$ cat config.mk
export PLATFORM = sky130hd
export DESIGN_NAME = gift_ise_seq
export DESIGN_NICKNAME = d
export VERILOG_FILES = /design/src/rtl/gift_ise_seq.sv
export SDC_FILE = /design/constraint.sdc
export NUM_CORES = 1
export LEC_CHECK = 0
export ABC_CLOCK_PERIOD_IN_PS = 2400
export BUFFER_PORTS_ARGS = -buffer_cell sky130_fd_sc_hd__buf_2
export CORE_UTILIZATION = 45
export CTS_CLUSTER_SIZE = 24
export DETAILED_ROUTE_END_ITERATION = 8
export GPL_TIMING_DRIVEN = 0
export PLACE_DENSITY_LB_ADDON = 0.05
export SYNTH_ARGS = -nofsm -noshare
export SYNTH_HDL_FRONTEND = slang
export SYNTH_SLANG_ARGS = --single-unit
$ cat constraint.sdc
create_clock -name clk -period 2.4 [get_ports clk]
set_clock_uncertainty 0.15 [all_clocks]
set_input_delay 0.6 -clock clk [delete_from_list [all_inputs] [get_ports clk]]
set_output_delay 0.6 -clock clk [all_outputs]
set_load 0.02 [all_outputs]
$ cat src/rtl/gift_ise_seq.sv
// Iterative sequencer around the GIFT rv32 ISE datapath: applies key_updstd or
// permbits_step to a latched word `count` times and returns it over valid/ready.

module gift_ise_v3 (
    input  logic [31:0] i_rs1,
    input  logic [4:0]  i_imm,
    input  logic        i_op_key_updstd,
    input  logic        i_op_permbits,
    output logic [31:0] o_rd
);

    function automatic logic [31:0] swapmove(input logic [31:0] x,
                                             input logic [31:0] mask,
                                             input logic [4:0]  n);
        logic [31:0] t;
        t = (x ^ (x >> n)) & mask;
        return x ^ t ^ (t << n);
    endfunction

    logic [31:0] w_key;
    logic [31:0] w_sm0;
    logic [31:0] w_sm1;
    logic [31:0] w_sm2;
    logic [31:0] w_sm3;
    logic [63:0] w_dbl;

    assign w_key = ((i_rs1 >> 12) & 32'h0000_000F) |
                   ((i_rs1 & 32'h0000_0FFF) << 4) |
                   ((i_rs1 >> 2)  & 32'h3FFF_0000) |
                   ((i_rs1 << 14) & 32'h0003_0000);

    assign w_sm0 = swapmove(i_rs1, 32'h0A0A_0A0A, 5'd3);
    assign w_sm1 = swapmove(w_sm0, 32'h00CC_00CC, 5'd6);
    assign w_sm2 = swapmove(w_sm1, 32'h0000_F0F0, 5'd12);
    assign w_sm3 = swapmove(w_sm2, 32'h0000_00FF, 5'd24);

    // Rotating the doubled word avoids a shift-by-32 corner when imm is zero.
    assign w_dbl = {w_sm3, w_sm3} >> i_imm;

    // NOTE: every always_comb output gets a default first so no latch is inferred.
    always_comb begin
        o_rd = '0;
        if (i_op_key_updstd) begin
            o_rd = w_key;
        end else if (i_op_permbits) begin
            o_rd = w_dbl[31:0];
        end
    end

endmodule

module gift_ise_seq #(
    parameter int CNT_W = 4
) (
    input  logic             clk,
    input  logic             rst,
    input  logic             req_valid,
    output logic             req_ready,
    input  logic             req_op,
    input  logic [31:0]      req_word,
    input  logic [4:0]       req_imm,
    input  logic [CNT_W-1:0] req_count,
    output logic             rsp_valid,
    input  logic             rsp_ready,
    output logic [31:0]      rsp_word,
    input  logic             abort,
    output logic             busy
);

    typedef enum logic [1:0] {
        S_IDLE,
        S_RUN,
        S_DONE
    } state_t;

    state_t           r_state;
    state_t           w_next;
    logic [31:0]      r_acc;
    logic [CNT_W-1:0] r_cnt;
    logic             r_op;
    logic [4:0]       r_imm;
    logic [31:0]      w_step;

    gift_ise_v3 u_ise (
        .i_rs1           (r_acc),
        .i_imm           (r_imm),
        .i_op_key_updstd (~r_op),
        .i_op_permbits   (r_op),
        .o_rd            (w_step)
    );

    always_comb begin
        w_next = r_state;
        case (r_state)
            S_IDLE: begin
                if (req_valid && !abort) begin
                    w_next = (req_count != '0) ? S_RUN : S_DONE;
                end
            end
            S_RUN: begin
                if (abort) begin
                    w_next = S_IDLE;
                end else if (r_cnt == CNT_W'(1)) begin
                    w_next = S_DONE;
                end
            end
            S_DONE: begin
                if (abort || rsp_ready) begin
                    w_next = S_IDLE;
                end
            end
            default: w_next = S_IDLE;
        endcase
    end

    // NOTE: sequential state uses non-blocking assignments so all registers
    // sample the same pre-edge values.
    always_ff @(posedge clk or posedge rst) begin
        if (rst) begin
            r_state <= S_IDLE;
            r_acc   <= '0;
            r_cnt   <= '0;
            r_op    <= 1'b0;
            r_imm   <= '0;
        end else begin
            r_state <= w_next;
            if (r_state == S_IDLE && req_valid && !abort) begin
                r_acc <= req_word;
                r_cnt <= req_count;
                r_op  <= req_op;
                r_imm <= req_imm;
            end else if (r_state == S_RUN) begin
                // RUN is only entered with cnt >= 1, so this never wraps.
                r_acc <= w_step;
                r_cnt <= r_cnt - CNT_W'(1);
            end
        end
    end

    assign req_ready = (r_state == S_IDLE);
    assign rsp_valid = (r_state == S_DONE);
    assign rsp_word  = rsp_valid ? r_acc : '0;
    assign busy      = (r_state != S_IDLE);

endmodule

# [Word-level counts from Yosys, hierarchy flattened]
# Cells that the tools add are included.
# W data, S select, Z words.
[totals] out_inout_bits=35 inputBits=47 ff_bits=44
[op_classes] muxes=12 reduce_logical=10 n_eq_ne=6 n_addsub=1 bitwise=15 n_shift=1
[op_table] operator="$mux W32" n=4
[op_table] operator="$shr A64 B5 Y32" n=1
[op_table] operator="$xor A32 B28 Y32" n=2
[op_table] operator="$or A32 B18 Y32" n=1
[op_table] operator="$xor A32 B16 Y32" n=1
[op_table] operator="$xor A32 B24 Y32" n=1
[op_table] operator="$xor A32 B30 Y32" n=1
[op_table] operator="$xor A32 B31 Y32" n=1
[op_table] operator="$xor A32 B32 Y32" n=1
[op_table] operator="$xor A32 B8 Y32" n=1
[op_table] operator="$or A16 B30 Y30" n=1
[op_table] operator="$xor A28 B28 Y28" n=1
[op_table] operator="$xor A24 B24 Y24" n=1
[op_table] operator="$or A4 B16 Y16" n=1
[op_table] operator="$xor A16 B16 Y16" n=1
[op_table] operator="$mux W2" n=5
[op_table] operator="$mux W4" n=2
[op_table] operator="$xor A8 B8 Y8" n=1
[op_table] operator="$pmux W2 S3" n=1
[op_table] operator="$eq A4 B1 Y1 const B" n=1
[op_table] operator="$ne A2 B1 Y1 const B" n=2
[op_table] operator="$reduce_bool A2 Y1" n=2
[op_table] operator="$reduce_bool A4 Y1" n=1
[op_table] operator="$sub A4 B1 Y4 const B" n=1
[op_table] operator="8 further kinds" n=10

# [Depth between registers and ports, before layout]
[depth] word_depth=16 depth_mapped=7 mapped_depth_nobuf=5

# [Cells and area by module]
# From an unflattened synthesis, not the netlist that was laid out.
[hier_totals] cells_unflattened=521 area_unflattened_um2=4659.5
[by_module_without_submodules] module="gift_ise_v3" cells_per_inst=289 seq_area_each_um2=0.0 area_each_um2=2416.1 instances=1
[by_module_without_submodules] module="gift_ise_seq" cells_per_inst=232 seq_area_each_um2=1101.1 area_each_um2=2243.4 instances=1

# [Least setup slack after synthesis]
# No wires, ideal clock.
[synth_timing] path_kind="register to output" startpoint="register r_state[1]" endpoint="output port rsp_word[22]" n_path_buf=2 path_stages_with_launch=5 arrival_time_ps=1526 path_slack_ps=124 required_ps=1650 path_cell_list="dfrtp_1 > clkbuf_1 > nor2b_1 > clkbuf_1 > and2_1"
[synth_between] elab_chain_len=2
[synth_rtl] element="from (decl)" line="76" text="state_t r_state;"
[synth_rtl] element="from (signal assigned)" line="126" text="r_state <= w_next;"
[synth_rtl] element="$eq A2 B2 Y1" line="141" text="assign rsp_valid = (r_state == S_DONE);"
[synth_rtl] element="via rsp_valid" line="63" text="output logic rsp_valid,"
[synth_rtl] element="$mux W32" line="142" text="assign rsp_word = rsp_valid ? r_acc : '0;"
[synth_rtl] element="to (decl)" line="65" text="output logic [31:0] rsp_word,"
# The timed path passes the listed nets, and every way through them passes these cells.

# [Worst setup path after layout]
[layout_timing] startpoint="register r_imm[3]" endpoint="register r_acc[24]"
[layout_between] elab_chain_len=4
[layout_rtl] element="from (decl)" line="81" text="logic [4:0] r_imm;"
[layout_rtl] element="from (signal assigned)" line="131" text="r_imm <= req_imm;"
[layout_rtl] element="$shr A64 B5 Y32" line="38" text="assign w_dbl = {w_sm3, w_sm3} >> i_imm;"
[layout_rtl] element="$mux W32" line="43" text="if (i_op_key_updstd) begin"
[layout_rtl] element="$mux W32" line="132" text="end else if (r_state == S_RUN) begin"
[layout_rtl] element="$mux W32" line="127" text="if (r_state == S_IDLE && req_valid && !abort) begin"
[layout_rtl] element="to (signal assigned)" line="128" text="r_acc <= req_word;"
[layout_rtl] element="to (signal assigned)" line="134" text="r_acc <= w_step;"
[layout_rtl] element="to (decl)" line="78" text="logic [31:0] r_acc;"
# Every way passes these cells. The select of a mux whose other input is x is not followed.
# A chain may end at the register's enable or synchronous reset.

==> flow_summary.ini <==
[synthesis]
synth-seq-area-share = 0.261
syn_nets = 419
synth_seq_cells = 44
synth_area_mm2 = 0.00422
synth_flop_cell = dfrtp_1
synth.avg_cell_area_um2 = 11.4
synth_xor_area_frac = 0
synth_edf_count = 0
synth_compound_area_frac = 0.156
synth_adder_area_share = 0.00593
synthSimpleGateAreaFrac = 0.139
synth_top_family_by_area = multiplexers
postSynthCellCount = 370
async_flop_share = 1.00
yosys.cell_types.count = 49
synthMuxAreaShare = 0.369
ys_warn_count = 0

[die]
die_w_um = 98.8
pin_count = 82
die_h_um = 98.8
start_util = 0.474
dieArea_mm2 = 0.00976
core_mm2 = 0.00889
fp-row-count = 34

[cts]
path_clk_slew_ps = 100
htreeDepth = 2
clock_latency_ps = 310
cts.sinks = 44
cts_buffers = 5
cts_root_buf = clkbuf_8
ctsLongestPathBuffers = 2
cts_hold_buf = 0
cts_tree = yes

[global_route]
grt-ovfl-total = 0
grt_pass1_vias = 3977
grt_usage = 0.354
antenna_found_initial = 0
grt_pass1_wl_mm = 25.0
grt_max_degree = 25

[hold_path]
hold_class = input pin to async pin

[detailed_routing]
drt-pass1-iter-count = 9
drt_iter0_markers = 595
viasPerCell = 7.27
wl_per_cell_um = 28.9
via_count = 4157
post-route-drc-count = 0
drt-total-wl_mm = 16.5
drtAntennaViolNets = 0

[place]
port_buffers = 81
place_congestion = 0.951
pre_cts_ws_ps = -476
dp.cells = 560
post-dp-hpwl_mm = 12.3

[power]
leakage_uw = 0.00216
peakVddDrop_uv = 619
pwr_density_cell_mw_per_mm2 = 1500

[worst_setup_path]
cp.required_ps = 2440
start_kind = flop
critPathKind = flop to flop
critPathMaxFanout = 9
endpoint_kind = flop
r2r.worst_path.cells = 6
r2r_slack_ps = 20
arrival_ps = 2420
reg2reg_from = r_imm[3]
r2r_end = r_acc[24]

[outcome]
outcome = completed

[sta]
worst_pin_slew_ps = 822
slew_headroom = 0.452
period_needed_ps = 2380
setup_viol = 0
rsz0062_at_grt = yes
slew_viol_final = 0
period_share = 0.991
fin_hold_ws_ps = 156
clock.fmax_mhz = 420
setup_tns_ps = 0
setup_slack_ps = 20.8
hold_viol = 0

[finish]
diodes = 0
layout_commonest_cell = buf_2
layout_common_cells = buf_2, nand2_1, mux4_2
final_layout_size_suffix_gt1_frac = 0.412
fin_nets = 512
syn2layout_area_growth_pct = 19.6
layout.cells.non_filler = 572

[flow_run]
max_cap_viol_count = 0
timing repair:
item / in CTS / in global routing
pin swaps: 1 / 2
resized for setup: 14 / 22
endpoints found under the hold margin: 0 / 0
setup endpoints to repair: 61 / 57
buffers inserted: 1 / 4
cloned: 0 / 1
Yosys cell counts, drive strengths merged, types with 9 or more instances:
cell    count  area, µm²
nand2      50        188
mux2       18        203
dfrtp      44       1100
clkbuf     19       71.3
and2       32        200
a222oi     26        260
mux2i      16        160
buf        18        178
nor2       10       37.5
mux4       52       1190
o21ai       9       45.0
o211ai     14        105
kinds of logic (layout without fill, tap and decap cells):
kind of cell,after synthesis,in the layout
buffers and inverters,44,138
AO/OA/AOI/OAI,79,79
flip-flops,44,44
adder cells (fa/ha/maj),2,2
multiplexers,86,86
AND/OR/NAND/NOR,115,115
stage by stage:
stage	area [µm²]	total power (µW)	util
2_1_floorplan	4220	4960	-
3_3_place_gp	4760	6560	0.535
3_5_place_dp	4780	6560	0.537
4_1_cts	4930	7240	0.555
5_1_grt	5050	7880	0.568
6_report	5050	7590	0.568
power by group:
| group | leakage, µW | total [µW] | switching, µW | internal [µW] |
|---|---|---|---|---|
| registers | 0.000541 | 1850 | 772 | 1070 |
| logic | 0.00156 | 5110 | 2670 | 2440 |
| clock network | 0.0000614 | 637 | 296 | 341 |
per-layer routing:
metal	track usage	vias up	share of wire
met4	0.146	0	0.040
li1	-	1703	-
met5	0	-	0
met2	0.516	335	0.44
met3	0.115	41	0.14
met1	0.487	2078	0.38
how the worst max path moves through the flow:
stage          startpoint            to  slack (ps)  depth (start not counted)
2_1_floorplan  r_state[1]  rsp_word[22]         120                          4
6_report         r_imm[3]     r_acc[24]          20                          6
3_5_place_dp        abort     r_acc[18]        -480                          6
3_3_place_gp        abort     r_acc[28]        -460                          6
5_1_grt          r_imm[3]      r_acc[9]         -40                          6
4_1_cts        r_state[0]  rsp_word[10]           3                          4
cell type report:
cell class	count	area, µm²
fillers	815	3840
clock buffers	6	82.6
clock inverters	2	38.8
flip-flops and latches	44	1100
multi-input cells	282	2880
well taps	108	135
inverters	7	41.3
repair buffers	88	500
plain buffers	35	269
flip-flops by register name, summed over array words and instances, names as in the netlist:
name     count
r_cnt        4
r_imm        5
r_state      2
r_acc       32
r_op         1
critical path, stage by stage, from the launching register on:
cell       delay [ps]
dfrtp_1           370
buf_8             170
clkbuf_16         170
mux4_2            550
mux4_2            540
a22oi_2           220
nand2_1            70
No activity file was read; power rests on OpenSTA's default activity.
